===== src/rtl/bus_port_pkg.sv =====
// Shared definitions for the bus device port: destination field width,
// default broadcast address and a helper to pull the destination byte
// out of a packet of arbitrary width.
package bus_port_pkg;

  localparam int unsigned DEST_W    = 8;
  localparam logic [7:0]  BROADCAST = 8'h8F;
  // Widest packet the helper accepts; callers zero-extend into this.
  localparam int unsigned PKT_MAX_W = 64;

  // Destination is the top DEST_W bits of a packet that is w bits wide.
  function automatic logic [DEST_W-1:0] get_dest(input logic [PKT_MAX_W-1:0] pkt,
                                                  input int unsigned w);
    logic [PKT_MAX_W-1:0] shifted;
    shifted  = pkt >> (w - DEST_W);
    get_dest = shifted[DEST_W-1:0];
  endfunction

endpackage


===== src/rtl/sync_fifo.sv =====
// Single-clock show-ahead FIFO. rd_data always presents the head entry so
// the consumer can inspect it before popping; storage therefore uses an
// asynchronous read. Writes to a full FIFO and reads from an empty FIFO
// are ignored. Fullness is judged on the registered occupancy, so a write
// on a full FIFO is refused even if a read happens in the same cycle.
module sync_fifo
  import bus_port_pkg::*;
#(
  parameter int width = 16,
  parameter int depth = 8
) (
  input  logic                     clk,
  input  logic                     reset,
  input  logic                     wr_en,
  input  logic [width-1:0]         wr_data,
  input  logic                     rd_en,
  output logic [width-1:0]         rd_data,
  output logic                     empty,
  output logic                     full,
  output logic [$clog2(depth):0]   count
);

  localparam int AW = $clog2(depth);
  localparam int CW = AW + 1;

  logic [width-1:0] mem [depth];
  logic [AW-1:0]    wr_ptr_reg;
  logic [AW-1:0]    rd_ptr_reg;
  logic [CW-1:0]    count_reg;
  logic [CW-1:0]    count_next;
  logic             wr_ok;
  logic             rd_ok;

  assign empty   = (count_reg == '0);
  assign full    = (count_reg == CW'(depth));
  assign count   = count_reg;
  assign wr_ok   = wr_en && !full;
  assign rd_ok   = rd_en && !empty;
  assign rd_data = mem[rd_ptr_reg];

  // Occupancy update: simultaneous accepted write and read cancel out.
  always_comb begin
    count_next = count_reg;
    case ({wr_ok, rd_ok})
      2'b10:   count_next = count_reg + CW'(1);
      2'b01:   count_next = count_reg - CW'(1);
      default: count_next = count_reg;
    endcase
  end

  // Storage write; contents need no reset since occupancy gates visibility.
  always_ff @(posedge clk) begin
    if (reset && wr_ok) begin
      mem[wr_ptr_reg] <= wr_data;
    end
  end

  // Pointers and occupancy; pointers wrap naturally as depth is a power of two.
  always_ff @(posedge clk) begin
    if (!reset) begin
      wr_ptr_reg <= '0;
      rd_ptr_reg <= '0;
      count_reg  <= '0;
    end else begin
      if (wr_ok) wr_ptr_reg <= wr_ptr_reg + AW'(1);
      if (rd_ok) rd_ptr_reg <= rd_ptr_reg + AW'(1);
      count_reg <= count_next;
    end
  end

endmodule


===== src/rtl/bus_dev_port.sv =====
// Bus device port: a TX FIFO carrying host packets out to the bus and an
// RX FIFO carrying bus packets in to the host. Destination is the top
// byte of each packet. Optional macro BUS_PORT_ADDR_FILTER_EN compiles in
// an RX filter accepting only packets for this device's id or broadcast;
// without it every delivered packet is a candidate for the RX FIFO.
// Packets that pass the filter but find the RX FIFO full are counted in a
// saturating drop counter.
module bus_dev_port
  import bus_port_pkg::*;
#(
  parameter int         pckg_sz   = 16,
  parameter int         depth     = 8,
  parameter logic [7:0] id        = 8'd0,
  parameter logic [7:0] broadcast = BROADCAST
) (
  input  logic               clk,
  input  logic               reset,
  output logic               pndng,
  output logic [pckg_sz-1:0] D_pop,
  input  logic               pop,
  input  logic               push,
  input  logic [pckg_sz-1:0] D_push,
  input  logic               tx_valid,
  input  logic [pckg_sz-1:0] tx_data,
  output logic               tx_ready,
  output logic               rx_valid,
  output logic [pckg_sz-1:0] rx_data,
  input  logic               rx_ready,
  output logic [7:0]         rx_drop_cnt
);

  localparam int CW = $clog2(depth) + 1;

  logic          tx_empty;
  logic          tx_full;
  logic [CW-1:0] tx_count;
  logic          rx_empty;
  logic          rx_full;
  logic [CW-1:0] rx_count;
  logic          filter_pass;
  logic          rx_wr_en;
  logic          rx_drop;
  logic [7:0]    drop_cnt_reg;

`ifdef BUS_PORT_ADDR_FILTER_EN
  logic [DEST_W-1:0] rx_dest;
  assign rx_dest     = get_dest(PKT_MAX_W'(D_push), pckg_sz);
  assign filter_pass = (rx_dest == id) || (rx_dest == broadcast);
`else
  assign filter_pass = 1'b1;
`endif

  assign tx_ready    = !tx_full;
  assign pndng       = !tx_empty;
  assign rx_valid    = !rx_empty;
  assign rx_wr_en    = push && filter_pass;
  // Full is the pre-pop state, so a push colliding with a pop on a full FIFO drops.
  assign rx_drop     = rx_wr_en && rx_full;
  assign rx_drop_cnt = drop_cnt_reg;

  sync_fifo #(.width(pckg_sz), .depth(depth)) u_tx_fifo (
    .clk     (clk),
    .reset   (reset),
    .wr_en   (tx_valid),
    .wr_data (tx_data),
    .rd_en   (pop),
    .rd_data (D_pop),
    .empty   (tx_empty),
    .full    (tx_full),
    .count   (tx_count)
  );

  sync_fifo #(.width(pckg_sz), .depth(depth)) u_rx_fifo (
    .clk     (clk),
    .reset   (reset),
    .wr_en   (rx_wr_en),
    .wr_data (D_push),
    .rd_en   (rx_ready),
    .rd_data (rx_data),
    .empty   (rx_empty),
    .full    (rx_full),
    .count   (rx_count)
  );

  // Saturating count of filtered-in packets lost to a full RX FIFO.
  always_ff @(posedge clk) begin
    if (!reset) begin
      drop_cnt_reg <= 8'd0;
    end else if (rx_drop && (drop_cnt_reg != 8'hFF)) begin
      drop_cnt_reg <= drop_cnt_reg + 8'd1;
    end
  end

endmodule


===== config.mk =====
export PLATFORM = sky130hd
export DESIGN_NAME = bus_dev_port
export DESIGN_NICKNAME = d
export VERILOG_FILES = /design/src/rtl/bus_port_pkg.sv /design/src/rtl/sync_fifo.sv /design/src/rtl/bus_dev_port.sv
export SDC_FILE = /design/constraint.sdc
export NUM_CORES = 1
export LEC_CHECK = 0
export CAP_MARGIN = 10
export CORE_ASPECT_RATIO = 1.1
export CORE_MARGIN = 2
export CORE_UTILIZATION = 45
export CTS_CLUSTER_SIZE = 30
export DETAILED_ROUTE_END_ITERATION = 8
export HOLD_SLACK_MARGIN = 0.1
export RECOVER_POWER = 100
export SYNTH_ARGS = -nofsm -noshare
export SYNTH_HDL_FRONTEND = slang
export SYNTH_SLANG_ARGS = --single-unit

===== constraint.sdc =====
create_clock -name clk -period 4.4 [get_ports clk]
set_clock_uncertainty 0.15 [all_clocks]
set_input_delay 1.32 -clock clk [delete_from_list [all_inputs] [get_ports clk]]
set_output_delay 1.32 -clock clk [all_outputs]
set_load 0.02 [all_outputs]

==> results of run 1 <==
## kinds of logic (layout without fill, tap and decap cells)
logic type,count (synthesis),count (layout),synth area share [%]
compound gates,31,31,1.62
xor+xnor,12,12,0.930
fa+ha+maj,11,11,1.22
buf+inv,30,159,1.43
flops,290,290,74.1
mux,101,101,16.4
other cells,0,1,0
simple gates,92,92,4.33
## cell usage in the layout (no fill, tap or decap), types with 2 or more instances in the layout
cell               n
clkinvlp_4         2
a21oi_1           16
nand2b_1           3
bufinv_16          4
or4_1              3
nand4_1            2
or2_2              2
nor2_1            20
clkbuf_16         29
xor2_1            11
mux4_2            64
ha_1              11
buf_4              5
clkinv_1           5
mux2_2            32
dfxtp_1           32
dfxtp_2            2
dlygate4sd3_1     51
o21ai_0            8
clkbuf_8           3
nor3_1            10
clkbuf_1          19
o31ai_1            3
inv_1              3
edfxtp_1         256
or4_4              2
mux2i_1            5
or3_1              6
clkinv_2           5
nand2_1           18
nand3_1           17
clkdlybuf4s50_1   29
## metal layers
layer / vias to the layer above / GRT usage (%)
met5: - / 0
met4: 2 / 4.15
met3: 36 / 3.08
met2: 135 / 30.1
met1: 2843 / 20.1
li1: 2521 / -
## stage by stage
stage	util (%)	worst slack [ns]	hold WS, ns	std cells
6_report	54.7	0.264	0.345	1007
5_1_grt	54.7	0.118	0.361	1006
4_1_cts	55.2	0.271	0.341	1006
3_5_place_dp	51.3	0.835	0.332	955
3_3_place_gp	51.3	0.861	0.320	955
2_1_floorplan	-	0.959	0.303	567
## cell type report
class,count,area share (%)
well taps,310,2.89
diodes,1,0.0186
inverters,4,0.112
clock inverters,17,1.43
clock buffers,34,5.77
flip-flops and latches,290,62.3
repair buffers,104,6.86
multi-input cells,247,20.6
## how the worst min path moves through the flow
stage / to / slack [ns] / cells after the start
after floorplan: u_tx_fifo.count[3] / 0.30 / 2
after global placement: u_tx_fifo.wr_ptr_reg[0] / 0.32 / 2
after detailed placement: u_tx_fifo.count[3] / 0.33 / 2
after CTS: u_tx_fifo.count[3] / 0.34 / 2
after global routing: u_tx_fifo.count[3] / 0.36 / 2
final: u_rx_fifo.wr_ptr_reg[0] / 0.34 / 2
## cell usage after synthesis, types with 8 or more instances
| cell | count |
|---|---|
| mux4_2 | 64 |
| o21ai_0 | 8 |
| nand2_1 | 18 |
| nand3_1 | 17 |
| ha_1 | 11 |
| dfxtp_1 | 34 |
| nor2_1 | 20 |
| a21oi_1 | 16 |
| clkbuf_1 | 8 |
| xor2_1 | 11 |
| mux2_2 | 32 |
| edfxtp_1 | 256 |
| nor3_1 | 10 |
## power by group through the flow
stage	Combinational, uW	Clock (uW)	Sequential [uW]
6_report	1450	2460	3190
5_1_grt	1570	2620	3200
4_1_cts	1510	2530	3190
3_5_place_dp	1500	0	3240
3_3_place_gp	1470	0	3240
2_1_floorplan	1060	0	3210
## critical path, cell delays in order, from the launching register on
cell and delay [ns]:
dfxtp_2 0.32, buf_6 0.39, mux4_2 0.55, mux2_2 0.29, clkdlybuf4s50_1 0.58
==> metrics.txt, run 1 <==
maximum clock rate ~240 MHz; Clk pin slew, worst setup/hold paths 0.06 ns; status finished clean; maximum fanout along the worst path 32; kind of critical path flop to output port; sequential share of the synthesized area between 70% and 80%; final setup TNS 0 ns; period utilisation layout a little over nine tenths; CP required approximately 3 ns; antenna violations before repair 2; Tot Pwr 7090 uW; Post-DRT Antenna Nets 0; Mapped Nets roughly 620; fill cell count between 1,500 and 2,000; total routed wirelength between 20,000 and 25,000 um; TritonCTS clock tree built; max-cap violations 0; Post-CTS Resized 0; DRT Pass-1 Iters 4; dominant cells by area after synthesis edfxtp_1, mux4_2, dfxtp_1; hpwl dp approximately 12,000 um; Synth warnings 0; fin nets a little over 700; reg2reg start u_tx_fifo.count[1]; routability cong. 0.772; Reg2Reg Setup Slack 1.53 ns; Netlist cell types between 40 and 50; gr ovfl total 0; Final Hold Violating Endpoints 0; Final Max Tran Viols 0; met3 WL post-DR a little under 1000 um; Psw roughly 1800 uW; die extent in y 170 um; Area Overhead vs Synth 18.9%; r2r worst-path depth 5; hold_buf cts 0; Synth Instances 567; dpl cell area approximately 0.013 mm2; first-pass GRT wire length between 30,000 and 40,000 um; Post-synth EDFFs roughly 260; Leak Pwr around 0.0043 uW; element type at the critical path end output port; syn avg cell area approximately 20 um2; port bufs 80; # DRC 0; Worst Path Arrival approximately 2.7 ns; clock buffer count from CTS 29; Post-CTS Setup Bufs 0; Avg WL per Cell 21.2 um; share of cells above drive strength 1 between 20% and 30%; die width about 160 um; area share of the largest cell type after synthesis 68.1%; Int Power roughly 5300 uW; DIE AREA roughly 0.026 mm2; Ports approximately 80; wl on met1 between 8000 and 9000 um; ys async rst share 0%; multi-input logic area ~0.0028 mm2; startpoint types flop; DRT iter0 DRCs ~330; Final Critical Period approximately 4.1 ns; routed via count 5,537; vias per cell around 5.5; number of global-route vias before repair between 5,000 and 6,000; worst skew pair latency 0.54 ns; hold_sp u_rx_fifo.wr_ptr_reg[0]; Final Setup Violations 0; clk root buf clkbuf_16; num rows 60; power share of the clock group roughly a third; Yosys reg bits 290; RSZ-0062 raised after global routing no; Initial Util between 40% and 50%; Logic pwr share 20.4%; Hold WC Path Type flop to flop; core area around 0.025 mm2; H-tree levels 1; Sequential Power Share between 40% and 50%; P per Cell Area 528 mW/mm2; post-route cell area approximately 0.013 mm2; WL met2 approximately 11,000 um; Max Buffers Root-to-Sink 3; VDD IR-drop max 0.368 mV; FF-to-FF End u_tx_fifo.mem[0][6]; TritonCTS Sinks 290; Least-Margin Pin Slew between 1 and 1.5 ns; CP endpoint D_pop[4]; All-Layer GR Usage 16.4%; sw frac around a quarter; top cell type by total area after synthesis edfxtp_1; slew margin rel. 14.5%; Highest Signal Layer met5; FF+latch area ~0.0084 mm2; mapped cell area 0.0113 mm2; largest net degree at the start of global routing 33; Main synth FF type edfxtp_1
No activity file was read; power rests on OpenSTA's default activity.
==> inputs of run 2 (changes only) <==
--- a/config.mk
+++ b/config.mk
@@ -7,11 +7,12 @@
 export LEC_CHECK = 0
 export CAP_MARGIN = 10
 export CORE_ASPECT_RATIO = 1.1
-export CORE_MARGIN = 2
-export CORE_UTILIZATION = 45
+export CORE_MARGIN = 10
+export CORE_UTILIZATION = 53
 export CTS_CLUSTER_SIZE = 30
 export DETAILED_ROUTE_END_ITERATION = 8
 export HOLD_SLACK_MARGIN = 0.1
+export PLACE_DENSITY = 0.73
 export RECOVER_POWER = 100
 export SYNTH_ARGS = -nofsm -noshare
 export SYNTH_HDL_FRONTEND = slang
==> constraint.sdc (replaced) <==
create_clock -name clk -period 4.4 [get_ports clk]
set_clock_uncertainty 0.15 [all_clocks]
set_input_delay 0.44 -clock clk [delete_from_list [all_inputs] [get_ports clk]]
set_output_delay 0.44 -clock clk [all_outputs]
set_load 0.02 [all_outputs]
==> run 2 against run 1 <==
  * The flow now finishes with violations (capacitance limit, slew limit)
  * Final area fell by 0.78%
  * Critical path depth fell by 1
  * Final cell count fell by 3.0%
  * Die area rose by 4.4%
  * Register-to-register slack got worse by 0.86 ns
  * Setup slack improved by 0.35 ns
  * Wire length fell by 1.3%
  * Utilization rose by 9.4 points
==> metrics.txt, run 2 (synthesized netlist as in run 1, its figures left out) <==
status complete, but fails checks (was finished clean); failing checks capacitance limit, slew limit; GRT Max-Usage Layer met2 (unchanged); Area Overhead vs Synth 18.0% (was 18.9%); share of cells above drive strength 1 21.7% (was 22.7%); Final Max Tran Viols 102 (was 0); TritonCTS Sinks 290 (unchanged); Final Setup Violations 0 (unchanged); Critical Path Max Stage Delay 2.25 ns (was 0.58 ns); slowest CP cell nor3_1 (was clkdlybuf4s50_1); VDD IR-drop max 0.430 mV (was 0.368 mV); core area 0.0208 mm2 (was 0.0245 mm2); # DRC 0 (unchanged); Leak Pwr 0.00423 uW (was 0.00429 uW); All-Layer GR Usage 15.3% (was 16.4%); routability cong. 0.727 (was 0.772); final setup TNS 0 ns (unchanged); met1 Usage GRT 17.9% (was 20.1%); Tot Pwr 6930 uW (was 7090 uW); DRT Pass-1 Iters 4 (unchanged); Initial Util 54.4% (was 46.0%); max-cap violations 6 (was 0); H-tree levels 1 (unchanged); clock buffer count from CTS 28 (was 29); CP delay by family, top simple AND/OR/NAND/NOR gates (was buffers and inverters); P per Cell Area 520 mW/mm2 (was 528 mW/mm2); gr ovfl total 0 (unchanged); clk root buf clkbuf_16 (unchanged); Post-CTS Resized 0 (unchanged); slew margin rel. -96.3% (was 14.5%); Max Buffers Root-to-Sink 3 (unchanged); maximum clock rate 264 MHz (was 242 MHz); CP bufs+invs 1 (was 2); kind of critical path input pin to flop (was flop to output port); TritonCTS clock tree built (unchanged); Reg2Reg Setup Slack 0.67 ns (was 1.53 ns); total routed wirelength 21,100 um (was 21,400 um); Hold WC Path Type flop to flop (unchanged); Final Critical Period 3.79 ns (was 4.14 ns); Ports 81 (unchanged); CP required 4.32 ns (was 2.93 ns); Post-CTS Setup Bufs 0 (unchanged); Final Hold Violating Endpoints 0 (unchanged); hpwl dp 12,800 um (was 12,400 um); RSZ-0062 raised after global routing no (unchanged); most common cell after layout, fill and taps aside edfxtp_1 (unchanged); die extent in y 173 um (was 170 um); CP Cell Sequence dlygate4sd3_1 -> nand2_1 -> nor3_1 (was buf_6 -> mux4_2 -> mux2_2 -> clkdlybuf4s50_1); Clk pin slew, worst setup/hold paths 0.06 ns (about the same); period utilisation layout 86.1% (was 94.0%); Hold Slack 0.334 ns (was 0.345 ns); antenna violations before repair 4 (was 2); routed via count 5,511 (was 5,537); number of global-route vias before repair 6,005 (was 5,788); commonest cells after routing, fill and taps aside edfxtp_1, dlygate4sd3_1, mux4_2 (was edfxtp_1, mux4_2, dlygate4sd3_1); Post-DRT Antenna Nets 0 (unchanged); Avg WL per Cell 21.6 um (was 21.2 um); fin nets 716 (was 725); Least-Margin Pin Slew 2.92 ns (was 1.28 ns); port bufs 80 (unchanged); fill cell count 1,473 (was 1,869); DRT iter0 DRCs 271 (was 327); met3 usage 3.44% (was 3.08%); largest net degree at the start of global routing 33 (unchanged); num rows 55 (was 60); first-pass GRT wire length 33,600 um (was 32,900 um); worst skew pair latency 0.52 ns (was 0.54 ns); DIE AREA 0.0276 mm2 (was 0.0264 mm2); vias per cell 5.64 (was 5.50); Worst Path Arrival 3.71 ns (was 2.67 ns); die width 159 um (was 155 um); met2 Resource Use GR 27.4% (was 30.1%); element type at the critical path end flop (was output port); maximum fanout along the worst path 16 (was 32); hold_buf cts 0 (unchanged); startpoint types input pin (was flop)
-- run 2: changes by cell type in the layout (fill, tap and decap cells not counted), sizes merged --
cell,previous run,this run
clkinv,11,9
diode,1,4
dlygate4sd3,51,68
clkdlybuf4s50,29,12
bufinv,4,3
clkbuf,52,49
buf,6,4
-- run 2: routing by layer --
layer	routed length, um	vias up
li1	-	2519
met1	8270	2824
met2	11200	132
met3	1150	36
met4	452	0
met5	0	-
-- run 2: final cells by class --
type                       instances  area (um2)  share of cell area [%]
clock buffer                      37         756                    5.67
clock inverter                    14         153                    1.15
antenna                            4        10.0                  0.0751
multi-input combinational        247        2780                    20.8
inverter                           4        15.0                   0.113
tap                              285         357                    2.68
timing repair buffer              96         888                    6.67
sequential                       290        8370                    62.8
-- run 2: path summary, 6_finish.rpt --
check,start,endpoint,cells after the start
hold reg to reg,u_tx_fifo.rd_ptr_reg[1],u_tx_fifo.rd_ptr_reg[1],2
setup reg to reg,u_tx_fifo.count[1],u_tx_fifo.mem[3][12],3
hold / removal,u_tx_fifo.rd_ptr_reg[1],u_tx_fifo.rd_ptr_reg[1],2
setup / recovery,reset,u_tx_fifo.mem[3][12],3
-- run 2: where the power goes --
| part | switching, uW | internal (uW) | leakage, uW |
|---|---|---|---|
| clock | 940 | 1380 | 0.000436 |
| combinational | 637 | 717 | 0.00121 |
| sequential | 142 | 3110 | 0.00259 |
| total | 1720 | 5210 | 0.00423 |
-- run 2: per-stage QoR --
stage	instance area, um2	util (%)	instances	setup WS, ns
floorplan	11300	-	567	1.53
detailed placement	12500	60.3	922	1.40
global route	13300	64.1	975	0.387
finish	13300	64.1	977	0.609
global placement	12500	60.3	922	1.41
CTS	13400	64.7	973	0.814
-- run 2: worst register-to-register path, delay by kind of cell, from the launching register on --
family,cells,cell delay [ns]
simple gates,3,2.67
flops,1,0.46
